[config.mk]
export PLATFORM = sky130hd
export DESIGN_NAME = axi_slave_response_control
export DESIGN_NICKNAME = d
export VERILOG_FILES = /design/src/rtl/axi_slave_response_control.sv
export SDC_FILE = /design/constraint.sdc
export NUM_CORES = 1
export LEC_CHECK = 0
export ABC_AREA = 0
export CAP_MARGIN = 40
export CELL_PAD_IN_SITES_DETAIL_PLACEMENT = 0
export CELL_PAD_IN_SITES_GLOBAL_PLACEMENT = 1
export CORE_ASPECT_RATIO = 0.9
export CORE_MARGIN = 2
export CORE_UTILIZATION = 30
export CTS_CLUSTER_SIZE = 12
export DETAILED_ROUTE_END_ITERATION = 12
export GPL_ROUTABILITY_DRIVEN = 1
export HOLD_SLACK_MARGIN = 0.06
export PLACE_DENSITY = 0.88
export SLEW_MARGIN = 20
export SYNTH_ARGS = -nofsm -noshare
export SYNTH_HDL_FRONTEND = slang
export SYNTH_SLANG_ARGS = --single-unit
[constraint.sdc]
create_clock -name i_clk -period 4.51 [get_ports i_clk]
set_input_delay 0.6765 -clock i_clk [delete_from_list [all_inputs] [get_ports i_clk]]
set_output_delay 0.6765 -clock i_clk [all_outputs]
set_load 0.05 [all_outputs]
[src/rtl/axi_slave_response_control.sv]
// ---------------------------------------------------------------------------
// axi_slave_response_control
//
// Purpose:
//    Slave-side AXI4 response generator. Drains a B-response FIFO into the
//    AXI write-response channel and an R-info / R-data FIFO pair into the
//    AXI read-data channel. Error read completions (RRESP != OKAY) carry no
//    payload, so zero-data beats are synthesized for the full burst length.
//    The B and R paths are independent state machines.
//
// Optional feature (macro AXI_SLV_RESP_TIMEOUT_EN):
//    Defined   : a TO_WIDTH-bit stall counter drives a sticky o_resp_timeout.
//    Undefined : no counter is built and o_resp_timeout is tied low.
//
// Ports:
//    i_clk, i_n_rst                    clock, asynchronous active-low reset
//    i_b_fifo_empty/bid/bresp          B-response FIFO head (first-word-fall-through)
//    o_b_fifo_read_inc                 B FIFO pop pulse
//    o_m_BVALID/BID/BRESP, i_m_BREADY  AXI write-response channel
//    i_r_info_empty/rid/rresp/len      R-info FIFO head (len = beats-1)
//    o_r_info_read_inc                 R-info FIFO pop pulse
//    i_r_data_empty, i_r_data          R-data FIFO head (first-word-fall-through)
//    o_r_data_read_inc                 R-data FIFO pop pulse
//    o_m_RVALID/RID/RDATA/RRESP/RLAST  AXI read-data channel
//    i_m_RREADY                        AXI read-data ready
//    o_resp_timeout                    sticky response-stall flag
// ---------------------------------------------------------------------------
module axi_slave_response_control #(
   parameter int DATA_WIDTH = 32,
   parameter int ID_WIDTH   = 4,
   parameter int RESP_WIDTH = 2,
   parameter int LEN_WIDTH  = 8,
   parameter int TO_WIDTH   = 10
) (
   input  logic                  i_clk,
   input  logic                  i_n_rst,
   // B-response FIFO
   input  logic                  i_b_fifo_empty,
   input  logic [ID_WIDTH-1:0]   i_b_fifo_bid,
   input  logic [RESP_WIDTH-1:0] i_b_fifo_bresp,
   output logic                  o_b_fifo_read_inc,
   // AXI B channel
   output logic                  o_m_BVALID,
   output logic [ID_WIDTH-1:0]   o_m_BID,
   output logic [RESP_WIDTH-1:0] o_m_BRESP,
   input  logic                  i_m_BREADY,
   // R-info FIFO
   input  logic                  i_r_info_empty,
   input  logic [ID_WIDTH-1:0]   i_r_info_rid,
   input  logic [RESP_WIDTH-1:0] i_r_info_rresp,
   input  logic [LEN_WIDTH-1:0]  i_r_info_len,
   output logic                  o_r_info_read_inc,
   // R-data FIFO
   input  logic                  i_r_data_empty,
   input  logic [DATA_WIDTH-1:0] i_r_data,
   output logic                  o_r_data_read_inc,
   // AXI R channel
   output logic                  o_m_RVALID,
   output logic [ID_WIDTH-1:0]   o_m_RID,
   output logic [DATA_WIDTH-1:0] o_m_RDATA,
   output logic [RESP_WIDTH-1:0] o_m_RRESP,
   output logic                  o_m_RLAST,
   input  logic                  i_m_RREADY,
   // status
   output logic                  o_resp_timeout
);

   localparam logic [RESP_WIDTH-1:0] RESP_OKAY = '0;

   typedef enum logic [0:0] {B_IDLE, B_VALID} b_state_t;
   typedef enum logic [1:0] {R_IDLE, R_SEND, R_ERR_SEND} r_state_t;

   // ------------------------------------------------------------------------
   // B path
   // ------------------------------------------------------------------------
   b_state_t               r_b_state;
   b_state_t               w_b_state_next;
   logic [ID_WIDTH-1:0]    r_bid;
   logic [RESP_WIDTH-1:0]  r_bresp;
   logic                   w_b_hs;
   logic                   w_b_load;

   assign w_b_hs   = (r_b_state == B_VALID) & i_m_BREADY;
   // Load from idle, or reload on a handshake to sustain one response/cycle.
   // Gated by reset so no pop is issued while the FIFOs are being cleared.
   assign w_b_load = i_n_rst & ~i_b_fifo_empty & ((r_b_state == B_IDLE) | w_b_hs);

   always_ff @(posedge i_clk or negedge i_n_rst) begin
      if (!i_n_rst) begin
         r_b_state <= B_IDLE;
         r_bid     <= '0;
         r_bresp   <= '0;
      end else begin
         r_b_state <= w_b_state_next;
         if (w_b_load) begin
            r_bid   <= i_b_fifo_bid;
            r_bresp <= i_b_fifo_bresp;
         end
      end
   end

   always_comb begin
      w_b_state_next = r_b_state;
      case (r_b_state)
         B_IDLE:  if (w_b_load) w_b_state_next = B_VALID;
         B_VALID: if (w_b_hs && i_b_fifo_empty) w_b_state_next = B_IDLE;
         default: w_b_state_next = B_IDLE;
      endcase
   end

   always_comb begin
      o_m_BVALID        = (r_b_state == B_VALID);
      o_m_BID           = r_bid;
      o_m_BRESP         = r_bresp;
      o_b_fifo_read_inc = w_b_load;
   end

   // ------------------------------------------------------------------------
   // R path
   // ------------------------------------------------------------------------
   r_state_t               r_r_state;
   r_state_t               w_r_state_next;
   logic [ID_WIDTH-1:0]    r_rid;
   logic [RESP_WIDTH-1:0]  r_rresp;
   logic [LEN_WIDTH-1:0]   r_len;
   logic [LEN_WIDTH-1:0]   r_beat_cnt;
   logic                   w_r_info_load;
   logic                   w_r_valid;
   logic                   w_r_hs;
   logic                   w_r_last;

   assign w_r_info_load = i_n_rst & (r_r_state == R_IDLE) & ~i_r_info_empty;
   // Valid depends only on state and FIFO occupancy, never on RREADY.
   assign w_r_valid     = ((r_r_state == R_SEND) & ~i_r_data_empty) | (r_r_state == R_ERR_SEND);
   assign w_r_hs        = w_r_valid & i_m_RREADY;
   assign w_r_last      = (r_beat_cnt == r_len);

   always_ff @(posedge i_clk or negedge i_n_rst) begin
      if (!i_n_rst) begin
         r_r_state  <= R_IDLE;
         r_rid      <= '0;
         r_rresp    <= '0;
         r_len      <= '0;
         r_beat_cnt <= '0;
      end else begin
         r_r_state <= w_r_state_next;
         if (w_r_info_load) begin
            r_rid      <= i_r_info_rid;
            r_rresp    <= i_r_info_rresp;
            r_len      <= i_r_info_len;
            r_beat_cnt <= '0;
         end else if (w_r_hs && !w_r_last) begin
            // Counter stops at len, so a full 2^LEN_WIDTH-beat burst cannot wrap.
            r_beat_cnt <= r_beat_cnt + 1'b1;
         end
      end
   end

   always_comb begin
      w_r_state_next = r_r_state;
      case (r_r_state)
         R_IDLE:
            if (w_r_info_load)
               w_r_state_next = (i_r_info_rresp == RESP_OKAY) ? R_SEND : R_ERR_SEND;
         R_SEND, R_ERR_SEND:
            if (w_r_hs && w_r_last) w_r_state_next = R_IDLE;
         default: w_r_state_next = R_IDLE;
      endcase
   end

   always_comb begin
      o_m_RVALID        = w_r_valid;
      o_m_RID           = '0;
      o_m_RDATA         = '0;
      o_m_RRESP         = '0;
      o_m_RLAST         = 1'b0;
      o_r_info_read_inc = w_r_info_load;
      o_r_data_read_inc = 1'b0;
      case (r_r_state)
         R_SEND: begin
            o_m_RID           = r_rid;
            o_m_RDATA         = i_r_data;
            o_m_RRESP         = r_rresp;
            o_m_RLAST         = w_r_last;
            o_r_data_read_inc = w_r_hs;
         end
         R_ERR_SEND: begin
            // Error completions have no payload: data stays zero, no pops.
            o_m_RID   = r_rid;
            o_m_RRESP = r_rresp;
            o_m_RLAST = w_r_last;
         end
         default: ;
      endcase
   end

   // ------------------------------------------------------------------------
   // Response-stall timeout
   // ------------------------------------------------------------------------
`ifdef AXI_SLV_RESP_TIMEOUT_EN
   logic [TO_WIDTH-1:0] r_to_cnt;
   logic [TO_WIDTH-1:0] w_to_cnt_next;
   logic                r_timeout;
   logic                w_stall;

   assign w_stall = (o_m_BVALID & ~i_m_BREADY) | (w_r_valid & ~i_m_RREADY);

   always_comb begin
      w_to_cnt_next = '0;
      // Any handshake means the master is making progress, so restart.
      if (w_stall && !(w_b_hs || w_r_hs)) begin
         w_to_cnt_next = (&r_to_cnt) ? r_to_cnt : r_to_cnt + 1'b1;
      end
   end

   always_ff @(posedge i_clk or negedge i_n_rst) begin
      if (!i_n_rst) begin
         r_to_cnt  <= '0;
         r_timeout <= 1'b0;
      end else begin
         r_to_cnt <= w_to_cnt_next;
         if (&w_to_cnt_next) r_timeout <= 1'b1;
      end
   end

   assign o_resp_timeout = r_timeout;
`else
   logic w_unused_to;
   assign w_unused_to    = TO_WIDTH[0];
   assign o_resp_timeout = 1'b0;
`endif

endmodule
==> impl_metrics.csv <==
group,metric,value,unit
outcome,status,"complete, no violations",
finish,post-route-cell-area,3180,sq um
clocking,cts_max_level,2,
floorplanning,rows,27,
synth,syn_nets,240,
placed_design,dp_hpwl,3.83,mm
timing,finalSetupViolCount,0,
synth,synth_top_area_share,40.6,%
worst_setup_path,worstPathRequired,3.83,ns
detailed_routing,wl_per_cell,12.6,um
finish,multi_input_area,1050,sq um
synth,syn_area,1910,sq um
timing,fin_ws,1.33,ns
detailed_routing,drt_iter0_drc,41,
synth,yosys.area_share.simple,23.3,%
clocking,cts-root-buf,"clkbuf_8",
detailed_routing,drt-total-wl,4.72,mm
worst_hold_path,min_path_type,"register to register",
floorplanning,die_area,7020,sq um
timing,drv_slew,0,
clocking,post_cts_buffers,0,
floorplanning,coreArea,6150,sq um
finish,drive_gt1_share,9.34,%
timing,hold_viol,0,
finish,fill_cells,575,
detailed_routing,num_vias,1660,
synth,synth_compound_area_share,9.43,%
placed_design,place_area,3090,sq um
clocking,cts_max_path_buffers,2,
finish,synthToLayoutAreaGrowth,66.3,%
global_routing,overflow,0,
synth,synth_most_common_cell,"and2_1",
global_routing,grt_util_all_layers,13.1,%
synth,synthXorXnorAreaFrac,3.67,%
timing,relSlewSlack,54.9,%
placed_design,place.gp.congestion,0.760,
clocking,clock_latency,0.28,ns
finish,diodes,0,
clocking,cts_resized,0,
clocking,cts_tree,"yes",
synth,synthAdderAreaFrac,2.62,%
finish,nets,351,
timing,min_period,3.18,ns
power,p_leak,1.32,nW
synth,synth_edf_count,0,
power,power_density,484,nW/um^2
power,p_total,1.54,mW
worst_setup_path,critPathLaunchType,"input pin",
timing,fin_skew,0.00499,ns
finish,regArea,776,sq um
global_routing,grt_max_degree,34,
synth,yosys_warnings,0,
placed_design,dpl_worst_slack,1.30,ns
timing,worst_pin_slew,0.674,ns
synth,async_flop_share,100,%
worst_setup_path,critPathArrivalTime,2.50,ns
timing,max_freq,315,MHz
detailed_routing,dr.pass1.iters,4,
power,ir_drop,234,uV
floorplanning,die_y,79.7,um
global_routing,grt_first_pass_wirelength,7.09,mm
clocking,path_clk_slew,0.06,ns
synth,synth_top_family_by_area,"simple AND/OR/NAND/NOR gates",
synth,synth_commonest_cells,"38 x and2_1, 31 x dfrtp_1, 20 x mux2_1",
detailed_routing,avgViaCountPerCell,4.41,
placed_design,dp_cells,368,
synth,ys_seq_elements,31,
finish,fin_cells,376,
clocking,cts_hold_buf,0,
detailed_routing,antenna_left,0,
placed_design,numPortBuffers,108,
synth,avgSynthCellArea,10.8,sq um
clocking,cts_sinks,31,
synth,syn_inst,177,
floorplanning,initial_utilization,31.1,%
timing,finalCritPeriodShare,70.5,%
synth,ys_seq_area_share,40.6,%
detailed_routing,route.detailed.drc,0,
timing,hold_slack,0.485,ns
synth,synth_top_area_cell,"dfrtp_1",
worst_setup_path,crit_path_max_fanout,33,
clocking,cts_buffers,5,
floorplanning,io_pins,110,
floorplanning,die_width,88.1,um
synth,synth_mux_area_share,16.0,%
run,max_cap_viol_count,0,
worst_setup_path,crit_path_end_kind,"output pin",
worst_setup_path,crit_type,"input pin to output pin",
synth,yosysUniqueCellTypes,37,
timing,rsz0062_at_grt,"no",
finish,post-route-util,51.7,%
global_routing,antenna_found_initial,0,
timing,fin_setup_tns,0,ns
global_routing,grt_pass1_vias,1549,
synth,synthFlopType,"dfrtp_1",
synth,ys_top_cells_by_area,"dfrtp_1 41%, and2_1 12%, mux2_1 12%",
==> critical path, cell delays in order <==
cell             delay, ns
clkdlybuf4s50_1       0.45
buf_4                 0.22
nor2b_1               0.29
nand2_2               0.45
inv_1                 0.25
buf_12                0.16
==> cell families after synthesis <==
| family | count (synthesis) |
|---|---|
| xor+xnor | 8 |
| mux | 28 |
| buf+inv | 16 |
| flops | 31 |
| compound gates | 18 |
| simple gates | 71 |
| other cells | 1 |
| fa+ha+maj | 4 |
==> placed cells by master (no fill, tap or decap) <==
master           netlist  final
clkdlybuf4s50_1        0    106
and2_1                38     38
dfrtp_1               31     31
mux2_1                20     20
nand2_1               10     10
xor2_1                 8      8
mux2i_1                8      8
inv_1                  7      7
nand2b_1               6      6
buf_4                  3      6
a211oi_2               5      5
clkbuf_8               0      5
and3_1                 4      4
ha_1                   4      4
nand3_1                3      3
nor2b_1                2      2
nor2_1                 2      2
a311o_1                2      2
nand2_2                1      1
and2b_1                1      1
or2_1                  1      1
nor3b_4                1      1
nor4_4                 1      1
nor4_2                 1      1
o21bai_1               1      1
o21ai_2                1      1
a21oi_2                1      1
a41oi_1                1      1
o221a_2                1      1
o21a_1                 1      1
o31ai_1                1      1
o2111ai_1              1      1
o41ai_2                1      1
o211ai_1               1      1
a21oi_1                1      1
conb_1                 1      1
clkbuf_1               4      1
clkinv_2               0      1
clkinvlp_4             0      1
buf_12                 0      1
==> registers in the layout, summed over array words and instances (netlist names) <==
register,count
o_m_BVALID,1
o_m_BRESP,2
r_rresp,2
r_r_state,2
r_rid,4
o_m_BID,4
r_beat_cnt,8
r_len,8
==> final cells by class <==
cell class | count | area share (%)
flip-flops and latches | 31 | 24.4
well taps | 87 | 3.43
inverters | 7 | 0.827
clock inverters | 2 | 0.394
repair buffers | 113 | 35.4
clock buffers | 6 | 2.28
multi-input cells | 130 | 33.2
==> path summary, 6_finish.rpt <==
kind | startpoint | to | slack [ns] | cells past startpoint
worst max-delay path | i_n_rst | o_r_info_read_inc | 1.33 | 6
worst min-delay path | o_m_BRESP[0] | o_m_BRESP[0] | 0.49 | 1
worst max register to register | r_r_state[0] | r_rid[1] | 2.83 | 4
worst min register to register | o_m_BRESP[0] | o_m_BRESP[0] | 0.49 | 1
max in group asynchronous | i_n_rst | r_len[0] | 3.31 | 3
min in group asynchronous | i_n_rst | r_r_state[1] | 0.71 | 2
==> per-layer routing <==
metal  GRT usage [%]  vias to the layer above  share of wire [%]
met2            23.6                       82                 48
met4            4.55                        0                1.0
met5               0                        -                  0
li1                -                      818                  -
met1            14.3                      756                 39
met3            4.55                        4                 12
==> power by group <==
part / switching [mW] / leakage [nW] / internal [mW] / total (mW)
Clock: 0.0983 / 0.0412 / 0.108 / 0.206
Combinational: 0.550 / 0.894 / 0.354 / 0.903
Sequential: 0.0577 / 0.383 / 0.370 / 0.427
Total: 0.706 / 1.32 / 0.831 / 1.54
Note: power is estimated with default switching activity, not from simulation.
